File: src/rtl/riscv_pkg.sv
// Shared types for the RV32I hazard/forwarding controller.
// Holds the operand-mux select codes and the shadow pipeline stage records.
package riscv_pkg;

  localparam int REG_AW = 5;

  typedef enum logic [1:0] {
    FWD_RF    = 2'b00,
    FWD_WB    = 2'b01,
    FWD_EXMEM = 2'b10,
    FWD_LINK  = 2'b11
  } fwd_sel_e;

  typedef struct packed {
    logic [REG_AW-1:0] rd;
    logic              regwrite;
    logic              memread;
    logic              link;
  } stage_t;

  // ID/EX also carries the source operands so forwarding can be resolved in EX.
  typedef struct packed {
    stage_t            dst;
    logic [REG_AW-1:0] rs1;
    logic [REG_AW-1:0] rs2;
    logic              use_rs1;
    logic              use_rs2;
  } idex_t;

endpackage

File: src/rtl/fwd_sel_unit.sv
// Per-operand forwarding priority compare: youngest producer wins, x0 never forwarded.
module fwd_sel_unit
  import riscv_pkg::*;
(
  input  logic              use_i,
  input  logic [REG_AW-1:0] rs_i,
  input  stage_t            exmem_i,
  input  stage_t            memwb_i,
  output logic [1:0]        sel_o
);

  always_comb begin
    sel_o = FWD_RF;
    if (use_i && (rs_i != '0)) begin
      if (exmem_i.regwrite && (exmem_i.rd == rs_i)) begin
        sel_o = exmem_i.link ? FWD_LINK : FWD_EXMEM;
      end else if (memwb_i.regwrite && (memwb_i.rd == rs_i)) begin
        sel_o = FWD_WB;
      end
    end
  end

endmodule

File: src/rtl/hazard_fwd_ctrl.sv
// Hazard and forwarding controller for the 5-stage RV32I pipeline: shadow stages,
// EX operand-mux selects, load-use stall, redirect flush and saturating perf counters.
module hazard_fwd_ctrl #(
  parameter int CNT_W  = 32,
  parameter int REG_AW = 5
) (
  input  logic              clk,
  input  logic              reset,
  input  logic              id_valid,
  input  logic [REG_AW-1:0] id_rs1,
  input  logic [REG_AW-1:0] id_rs2,
  input  logic              id_use_rs1,
  input  logic              id_use_rs2,
  input  logic [REG_AW-1:0] id_rd,
  input  logic              id_regwrite,
  input  logic              id_memread,
  input  logic              id_link,
  input  logic              ex_redirect,
  output logic [1:0]        fwd_a_sel,
  output logic [1:0]        fwd_b_sel,
  output logic              stall,
  output logic              flush_if_id,
  output logic              flush_id_ex,
  output logic [CNT_W-1:0]  stall_cnt,
  output logic [CNT_W-1:0]  flush_cnt
);
  import riscv_pkg::*;

  idex_t            idex_q, idex_d;
  stage_t           exmem_q, memwb_q;
  logic             load_use;
  logic [1:0]       sel_a, sel_b;
  logic [CNT_W-1:0] stall_cnt_q, stall_cnt_d;
  logic [CNT_W-1:0] flush_cnt_q, flush_cnt_d;

  always_comb begin
    load_use = id_valid & idex_q.dst.memread & idex_q.dst.regwrite &
               (idex_q.dst.rd != '0) &
               ((id_use_rs1 & (id_rs1 == idex_q.dst.rd)) |
                (id_use_rs2 & (id_rs2 == idex_q.dst.rd)));
    // A redirect kills the ID instruction, so it has nothing left to wait for.
    stall       = load_use & ~ex_redirect & ~reset;
    flush_if_id = ex_redirect & ~reset;
    flush_id_ex = ex_redirect & ~reset;
  end

  always_comb begin
    idex_d = '0;
    if (id_valid && !load_use && !ex_redirect) begin
      idex_d.dst.rd       = id_rd;
      idex_d.dst.regwrite = id_regwrite;
      idex_d.dst.memread  = id_memread;
      idex_d.dst.link     = id_link;
      idex_d.rs1          = id_rs1;
      idex_d.rs2          = id_rs2;
      idex_d.use_rs1      = id_use_rs1;
      idex_d.use_rs2      = id_use_rs2;
    end
  end

  always_comb begin
    stall_cnt_d = stall_cnt_q;
    flush_cnt_d = flush_cnt_q;
    if (stall && !(&stall_cnt_q)) stall_cnt_d = stall_cnt_q + CNT_W'(1);
    if (ex_redirect && !(&flush_cnt_q)) flush_cnt_d = flush_cnt_q + CNT_W'(1);
  end

  always_ff @(posedge clk) begin
    if (reset) begin
      idex_q      <= '0;
      exmem_q     <= '0;
      memwb_q     <= '0;
      stall_cnt_q <= '0;
      flush_cnt_q <= '0;
    end else begin
      idex_q      <= idex_d;
      exmem_q     <= idex_q.dst;
      memwb_q     <= exmem_q;
      stall_cnt_q <= stall_cnt_d;
      flush_cnt_q <= flush_cnt_d;
    end
  end

  fwd_sel_unit u_fwd_a (
    .use_i   (idex_q.use_rs1),
    .rs_i    (idex_q.rs1),
    .exmem_i (exmem_q),
    .memwb_i (memwb_q),
    .sel_o   (sel_a)
  );

  fwd_sel_unit u_fwd_b (
    .use_i   (idex_q.use_rs2),
    .rs_i    (idex_q.rs2),
    .exmem_i (exmem_q),
    .memwb_i (memwb_q),
    .sel_o   (sel_b)
  );

  // Selects drop to the register-file path in the same cycle reset is seen.
  assign fwd_a_sel = reset ? 2'b00 : sel_a;
  assign fwd_b_sel = reset ? 2'b00 : sel_b;
  assign stall_cnt = stall_cnt_q;
  assign flush_cnt = flush_cnt_q;

endmodule

File: config.mk
export PLATFORM = sky130hd
export DESIGN_NAME = hazard_fwd_ctrl
export DESIGN_NICKNAME = d
export VERILOG_FILES = /design/src/rtl/riscv_pkg.sv /design/src/rtl/fwd_sel_unit.sv /design/src/rtl/hazard_fwd_ctrl.sv
export SDC_FILE = /design/constraint.sdc
export NUM_CORES = 1
export LEC_CHECK = 0
export BUFFER_PORTS_ARGS = -buffer_cell sky130_fd_sc_hd__buf_2
export CAP_MARGIN = 10
export CORE_AREA = 2 2 145 112
export DETAILED_ROUTE_END_ITERATION = 10
export DIE_AREA = 0 0 147 114
export PLACE_DENSITY = 0.5
export SYNTH_ARGS = -nofsm -noshare
export SYNTH_HDL_FRONTEND = slang
export SYNTH_SLANG_ARGS = --single-unit
File: constraint.sdc
create_clock -name clk -period 2.9 [get_ports clk]
set_input_delay 0.58 -clock clk [delete_from_list [all_inputs] [get_ports clk]]
set_output_delay 0.58 -clock clk [all_outputs]
set_load 0.02 [all_outputs]
==> results of run 1 <==
where the power goes:
| part | switching [mW] | total (mW) | leakage (nW) | internal, mW |
|---|---|---|---|---|
| Clock | 0.512 | 1.26 | 0.152 | 0.743 |
| Sequential | 0.0136 | 1.36 | 0.783 | 1.34 |
| Combinational | 0.0619 | 0.107 | 1.16 | 0.0452 |
| Total | 0.588 | 2.72 | 2.10 | 2.13 |
worst register-to-register path, stage by stage (launching register included):
cell and delay [ns]:
dfxtp_1 0.41, and4_1 0.37, nand3_2 0.14, or4_4 0.61, o211ai_4 0.41, buf_4 0.26, mux2i_1 0.20, nor2_1 0.05
flip-flops by register name, indices dropped and copies added (netlist names):
| signal | count |
|---|---|
| memwb_q | 6 |
| stall_cnt | 32 |
| flush_cnt | 32 |
| exmem_q | 7 |
| idex_q | 20 |
kinds of logic (layout without fill, tap and decap cells):
| kind of cell | count (synthesis) | count (layout) | synth area share, % |
|---|---|---|---|
| adder cells (fa/ha/maj) | 2 | 2 | 0.557 |
| AND/OR/NAND/NOR | 227 | 227 | 28.2 |
| XOR/XNOR | 54 | 54 | 10.5 |
| AO/OA/AOI/OAI | 87 | 87 | 12.1 |
| buffers and inverters | 37 | 132 | 4.23 |
| flip-flops | 97 | 97 | 43.2 |
| multiplexers | 4 | 4 | 1.11 |
final timing paths:
| kind | endpoint | slack [ns] | cells past startpoint | startpoint |
|---|---|---|---|---|
| max | stall_cnt[1] | 0.31 | 7 | stall_cnt[5] |
| min | idex_q[17] | 0.43 | 2 | id_rd[2] |
| max reg2reg | stall_cnt[1] | 0.31 | 7 | stall_cnt[5] |
| min reg2reg | exmem_q[0] | 0.44 | 1 | idex_q[12] |
routing by layer:
layer,part of all wire [%],vias up
li1,-,1980
met1,50,1817
met2,44,94
met3,5.2,11
met4,1.1,0
met5,0,-
layout make-up:
cell class              count  area, um2  area share [%]
inverters                  16       60.1            1.10
well taps                 210        263            4.81
flip-flops and latches     97       1940            35.6
clock buffers              13        270            4.95
repair buffers            100        515            9.44
multi-input cells         374       2360            43.3
clock inverters             3       46.3           0.848
cell usage in the layout (no fill, tap or decap), types with 2 or more instances in the layout:
master / n
a21oi_1: 37
a41oi_1: 2
and2_1: 20
and3_1: 6
and4_1: 4
buf_2: 94
buf_4: 6
clkbuf_16: 9
clkbuf_8: 3
dfxtp_1: 97
ha_1: 2
inv_1: 16
mux2_4: 2
mux2i_1: 2
nand2_1: 26
nand3_1: 21
nand3b_1: 2
nand4_1: 15
nor2_1: 45
nor2b_1: 17
nor3_1: 14
nor4_1: 8
o211ai_1: 3
o21ai_0: 23
o31ai_1: 12
or3_1: 21
or4_1: 15
xnor2_1: 30
xor2_1: 24
==> metrics, run 1 <==
clock skew 0.00827 ns; slowest cell on the critical path or4_4; Final Cycle Share 89.3%; share of the synthesized area in the top cell type 43.2%; Filler cells 1620; #FFs+latches synth 97; Hold Vio Cnt, Final 0; Slew @ Worst Pin 0.528 ns; WP data required 3.12 ns; min Tclk post-route 2.59 ns; vias in the first global route 3609; critical setup path kind reg -> reg; top_reg_cell synth dfxtp_1; die height 114 um; placed cells 796; via count 3902; largest net degree at the start of global routing 44; max cap viols 0; cells after synthesis 508; clk buf depth 2; Worst Hold Slack 0.431 ns; post-synth net total 534; IO Port Bufs 94; critical path startpoint category flop; total track usage 14.1%; # H-tree levels 3; WL/cell 13.9 um; placed cell area 5140 um2; post-CTS sizing 0; Clock Latency Late Sink 0.35 ns; CP endpoint kind flop; CTS tree done; area grow syn2layout 21.5%; most frequent cell after synthesis dfxtp_1; Initial Util 29.0%; core box area 15500 um2; # clock sinks 97; Synth Warn # 0; Max Clk Rate 386 MHz; cts bufs inserted 9; initial antenna violation count 0; drt via density 4.80; met1 Use GR 19.2%; Post-synth ARST share 0%; largest area contributor in the netlist dfxtp_1; post-route setup TNS 0 ns; RSZ-0062 raised after global routing false; Mapped Avg Cell Area 8.85 um2; post-route DRC violation count 0; first-pass GRT wire length 18700 um; Synth cell types 54; # setup viols final 0; Static Leak 2.10 nW; clk root buf clkbuf_16; Hold Buf Count CTS 0; Slew Limit Fails 0; post-placement setup slack 0.224 ns; Die ar. 16800 um2; worst setup margin 0.310 ns; critical path, cell by cell and4_1 -> nand3_2 -> or4_4 -> o211ai_4 -> buf_4 -> mux2i_1 -> nor2_1; # nets final 624; layout cells sized above 1 21.6%; GP Congestion 0.833; synth top area cells dfxtp_1 (43%), xnor2_1 (5.8%), xor2_1 (4.7%); final instance area 5460 um2; total power 2.72 mW; Post-synth EDFFs 0; HP Class in -> reg; busiest grt layer met2; Max-slew headroom 64.5%; final WL 11300 um; Initial DRC Count 183; Buf/Inv on CP 1; Crit Path Max Fanout 15; grt total ovfl 0; met3 Usage GRT 4.36%; sequential fraction of the synthesis area 43.2%; DRT antenna net count 0; final antenna diode count 0; PD cells 498 nW/um2; FP Rows 40; die width 147 um; I/O pin cnt 95; status complete, no violations; DRT Pass-1 Iters 4; Post-synth top cells dfxtp_1 (97), nor2_1 (45), a21oi_1 (37); post-layout util 35.2%; CP max stage delay 0.61 ns; non-filler cells in the finished layout 813; CP Data Arrival Time 2.81 ns; Synth Cell Area 4500 um2; Max VDD drop 0.255 mV; Worst-path clk slew 0.07 ns; crit-path leading delay family simple AND/OR/NAND/NOR gates; DP Wirelength 8410 um; Post-CTS Setup Bufs 0; routing usage on met2 21.5%
Note: power is estimated with default switching activity, not from simulation.
==> inputs of run 2 (changes only) <==
Settings changed: ABC_AREA set to 1, CORE_AREA 2 2 145 112 to 2 2 159 122, DIE_AREA 0 0 147 114 to 0 0 161 124, PLACE_DENSITY 0.5 to 0.49.
==> run 2 against run 1 <==
Against the previous run: power is 1.7% lower; setup slack better by 0.23 ns; critical path type is now reg -> out; sequential cell count stayed put; wire length is 30% higher; core utilization is 0.45 points lower; synthesized area is 20% higher; clock skew is 0.0013 ns lower; critical path depth is 2 higher; largest cell class unchanged; worst hold slack better by 0.0024 ns; via count is 33% higher; largest power group unchanged.
==> metrics, run 2 <==
non-filler cells in the finished layout 1199 (+47%); Die ar. 20000 um2 (+19%); final instance area 6360 um2 (+16%); Worst R2R Path Depth 12 (+5); commonest non-fill, non-tap cell in the layout nand2_1; HP Class in -> reg; area of the multi-input gates 2940 um2 (+25%); cts bufs inserted 9 (unchanged); post-CTS sizing 0 (unchanged); share of the synthesized area in the top cell type 35.9% (-7.3 points); worst setup margin 0.538 ns (+0.228 ns); post-placement setup slack 0.699 ns (+0.475 ns); post-route setup TNS 0 ns (unchanged); post-layout util 34.7% (-0.45 points); #FFs+latches synth 97 (unchanged); vias in the first global route 4598 (+27%); Synth cell types 37 (-31%); area grow syn2layout 17.3%; core box area 18300 um2 (+18%); placed cell area 6070 um2 (+18%); DRT antenna net count 0 (unchanged); post-route DRC violation count 0 (unchanged); final WL 14700 um (+30%); sequential fraction of the synthesis area 35.9% (-7.3 points); WP data required 2.32 ns (-0.80 ns); total track usage 15.1% (+0.99 points); synth top area cells dfxtp_1 (36%), nand2_1 (18%), nor2_1 (14%); storage element area 1940 um2 (unchanged); Filler cells 2056 (+27%); clk root buf clkbuf_16; max cap viols 0 (unchanged); Post-CTS Setup Bufs 0 (unchanged); Synth Warn # 0 (unchanged); initial antenna violation count 0 (unchanged); drt via density 4.32 (-10%); Hold Buf Count CTS 0 (unchanged); RSZ-0062 raised after global routing false; # setup viols final 0 (unchanged); clock skew 0.00701 ns (-0.00126 ns); CTS tree done; placed cells 1183 (+49%); final antenna diode count 0 (unchanged); IO Port Bufs 94 (unchanged); Post-synth EDFFs 0 (unchanged); total power 2.67 mW (-1.7%); CP Data Arrival Time 1.78 ns (-1.03 ns); Max-slew headroom 68.5% (+4.0 points); Slew Limit Fails 0 (unchanged); Post-synth ARST share 0% (unchanged); Initial Util 29.6% (+0.63 points); largest net degree at the start of global routing 40 (-9.1%); Worst-path clk slew 0.07 ns (about the same); critical setup path kind reg -> out; FP Rows 43 (+7.5%); # nets final 973 (+56%); largest area contributor in the netlist dfxtp_1; via count 5174 (+33%); commonest cells after routing, fill and taps aside nand2_1 (266), nor2_1 (195), dfxtp_1 (97); Crit Path Max Fanout 4 (-11); WL/cell 12.3 um (-12%); most frequent cell after synthesis nand2_1; PD cells 421 nW/um2 (-16%); DRT Pass-1 Iters 5 (+1); # H-tree levels 3 (unchanged); status complete, no violations; cells after synthesis 857 (+69%); CP endpoint kind output pin; layout cells sized above 1 17.2% (-4.3 points); Final Cycle Share 81.4% (-7.9 points); die width 161 um (+9.5%); Worst Hold Slack 0.433 ns (+0.00236 ns); Hold Vio Cnt, Final 0 (unchanged); top_reg_cell synth dfxtp_1; Static Leak 2.75 nW (+31%); Mapped Avg Cell Area 6.32 um2 (-29%); Slew @ Worst Pin 0.470 ns (-0.0581 ns); critical path startpoint category flop; GP Congestion 0.842 (+1.1%); grt total ovfl 0 (unchanged); Synth Cell Area 5420 um2 (+20%); clk buf depth 2 (unchanged); DP Wirelength 11200 um (+33%); post-synth net total 883 (+65%); Post-synth top cells nand2_1 (266), nor2_1 (195), dfxtp_1 (97); Clock Latency Late Sink 0.35 ns (about the same); Initial DRC Count 299 (+63%); die height 124 um (+8.8%); # clock sinks 97 (unchanged); min Tclk post-route 2.36 ns (-0.228 ns); Max VDD drop 0.217 mV (-15%); hold depth 3 (+1); I/O pin cnt 95 (unchanged); first-pass GRT wire length 24000 um (+28%); Max Clk Rate 423 MHz (+9.6%)
==> run 2: cell families (layout without fill, tap and decap cells) <==
family                   after synthesis  count (layout)  share of synthesized area, %
XOR/XNOR                              25              25                          4.04
AND/OR/NAND/NOR                      559             559                          42.9
AO/OA/AOI/OAI                         59              59                          6.88
adder cells (fa/ha/maj)                2               2                         0.462
flip-flops                            97              97                          35.9
buffers and inverters                115             210                          9.82
==> run 2: layer usage <==
layer	global-route usage, %	up-vias	part of all wire (%)	routed length (um)
met2	21.6	111	39	5790
met1	22.8	2229	55	8090
met3	3.33	10	4.8	705
met4	3.35	0	0.78	114
met5	0	-	0	0
li1	-	2824	-	-
==> run 2: final timing paths <==
kind | start | to | slack, ns
max | idex_q[2] | fwd_b_sel[0] | 0.54
min | id_rd[4] | idex_q[19] | 0.43
max reg2reg | flush_cnt[0] | flush_cnt[20] | 0.76
min reg2reg | idex_q[14] | exmem_q[2] | 0.44
==> run 2: worst max-delay path: stages (launching register included) <==
cell and delay [ns]:
dfxtp_1 0.41, inv_1 0.08, nand2_1 0.06, o21ai_0 0.07, a211oi_1 0.21, nand2_1 0.11
nor2_1 0.19, nand2_1 0.07, nand2_1 0.07, buf_2 0.16
==> run 2: cell type report <==
type | count | share of cell area, %
well taps | 247 | 4.86
clock buffers | 9 | 3.54
clock inverters | 7 | 0.945
multi-input cells | 645 | 46.3
repair buffers | 101 | 8.23
inverters | 93 | 5.57
flip-flops and latches | 97 | 30.6
==> run 2: power by group <==
group          switching, mW  total, mW  internal, mW
clock                  0.580       1.18         0.601
combinational         0.0897      0.136        0.0467
sequential            0.0127       1.36          1.34
total                  0.682       2.67          1.99
==> inputs of run 3 (changes only) <==
Clock period 2.9 ns to 2.3 ns, I/O delays scaled along.
==> run 3 against run 2 <==
Against the previous run: sequential cell count unchanged; register-to-register slack got worse by 0.48 ns; non-clock buffer count is 15 higher; global-route usage rose by 0.78 points; sequential power increased by 26%; first-iteration DRC count up 40%; count of clock-buffer cells in the layout up 2; clock power is 52% higher; wire length increased by 4.8%; sequential share of layout area shrank 0.89 points; setup slack got worse by 0.36 ns; worst hold slack got worse by 0.12 ns.
==> metrics, run 3 (same netlist as run 2, synthesis figures left out) <==
status complete, no violations; FF-to-FF End stall_cnt[1]; min Tclk post-route 2.12 ns; RSZ-0062 raised after global routing false; commonest non-fill, non-tap cell in the layout nand2_1; commonest cells after routing, fill and taps aside nand2_1 (266), nor2_1 (194), dfxtp_1 (94); final WL 15400 um (+4.8%); Worst-path clk slew 0.07 ns (about the same); clk root buf clkbuf_16; HP Class in -> reg; DRT Pass-1 Iters 5 (unchanged); critical path, cell by cell xnor2_1 -> o221ai_1 -> nor2_1 -> nand2_1 -> nor2_2 -> buf_4 -> buf_2; Final Cycle Share 92.1%; Slew Limit Fails 0 (unchanged); core box area 18300 um2 (unchanged); critical path startpoint category flop; CP Data Arrival Time 1.66 ns (-0.12 ns); die width 161 um (unchanged); die height 124 um (unchanged); # H-tree levels 3 (unchanged); final antenna diode count 0 (unchanged); # clock sinks 97 (unchanged); reg2reg setup slack 0.28 ns (-0.48 ns); cts bufs inserted 9 (unchanged); clock skew 0.00898 ns (+0.00196 ns); DRT antenna net count 0 (unchanged); Clock Latency Late Sink 0.35 ns (about the same); via count 5285 (+2.1%); top layer in use met4; R2R Path Start stall_cnt[1]; first-pass GRT wire length 25100 um (+4.7%); hold depth 3 (unchanged); Max Clk Rate 472 MHz; layout cells sized above 1 18.9% (+1.7 points); Initial DRC Count 420 (+40%); # setup viols final 0 (unchanged); Buf/Inv on CP 2 (unchanged); I/O pin cnt 95 (unchanged); met1 wire length 8490 um (+5.0%); slowest cell on the critical path dfxtp_1; post-placement setup slack 0.286 ns (-0.414 ns); Hold Path End idex_q[15]; PD cells 562 nW/um2 (+34%); Worst Hold Slack 0.315 ns (-0.119 ns); post-route setup TNS 0 ns (unchanged); Slew @ Worst Pin 0.450 ns (-0.0202 ns); grt total ovfl 0 (unchanged); DP Wirelength 11700 um (+4.4%); hold path start id_rd[0]; Static Leak 2.87 nW (+4.1%); area grow syn2layout 21.3%; total power 3.69 mW (+38%); post-route DRC violation count 0 (unchanged); WL/cell 12.7 um (+3.6%); Die ar. 20000 um2 (unchanged); GP Congestion 0.816 (-3.1%); Max-slew headroom 69.9% (+1.4 points); IO Port Bufs 94 (unchanged); Initial Util 29.6% (unchanged); Routed met2 length 5990 um (+3.3%); Max VDD drop 0.311 mV (+43%); routed wl met3 769 um (+9.1%); # nets final 988 (+1.5%); Worst R2R Path Depth 11 (-1); total track usage 15.9% (+0.78 points); critical setup path kind reg -> out; clk buf depth 2 (unchanged); initial antenna violation count 0 (unchanged); FP Rows 43 (unchanged); WP data required 1.84 ns (-0.48 ns); CP max stage delay 0.42 ns (about the same); CTS tree done; Hold Vio Cnt, Final 0 (unchanged); Crit Path Max Fanout 3 (-1); vias in the first global route 4765 (+3.6%); drt via density 4.36 (+0.97%); CP endpoint kind output pin; max cap viols 0 (unchanged); crit-path leading delay family flip-flops; largest net degree at the start of global routing 30 (-25%); worst setup margin 0.183 ns (-0.355 ns)
run 3: repair_timing:
item,CTS,global route
setup buffers,0,1
endpoints found under the setup margin,1,4
hold buffers,0,0
endpoints found under the hold margin,0,0
gates resized for setup,1,9
pin swaps,0,5
run 3: worst min-delay path: cells and delay by family:
family                 cells  cell delay [ns]
buffers and inverters      2             0.14
and+or+nand+nor            1             0.03
run 3: how the worst max path moves through the flow:
stage                  from      endpoint  slack, ns  depth (start not counted)
3_3_place_gp   stall_cnt[1]  stall_cnt[1]       0.30                         11
6_report          idex_q[4]  fwd_b_sel[1]       0.18                          7
4_1_cts           idex_q[2]  fwd_b_sel[0]       0.02                          9
2_1_floorplan         reset   flush_if_id       0.34                          4
5_1_grt          exmem_q[3]  fwd_a_sel[0]      0.003                          9
3_5_place_dp   stall_cnt[1]  stall_cnt[1]       0.29                         11
run 3: stage by stage:
stage               instances  cell area, um2  utilization (%)
floorplan                 857            5420                -
global placement         1197            6190             33.8
detailed placement       1197            6190             33.8
CTS                      1212            6540             35.8
global route             1213            6570             35.9
finish                   1213            6570             35.9
run 3: where the power goes:
part           leakage, nW  internal, mW  switching [mW]
Clock                0.172          1.12           0.673
Sequential           0.785          1.69          0.0145
Combinational         1.91        0.0668           0.119
run 3: cell type report:
class	instances	area [um2]
well taps	247	309
fillers	2064	11700
flip-flops and latches	97	1950
clock buffers	11	253
repair buffers	116	654
multi-input cells	645	2950
clock inverters	4	98.8
inverters	93	354
run 3: per-layer routing:
layer / vias to the layer above / GRT usage, %
met2: 119 / 22.0
met1: 2314 / 24.5
met4: 0 / 3.79
met3: 11 / 3.50
met5: - / 0
li1: 2841 / -
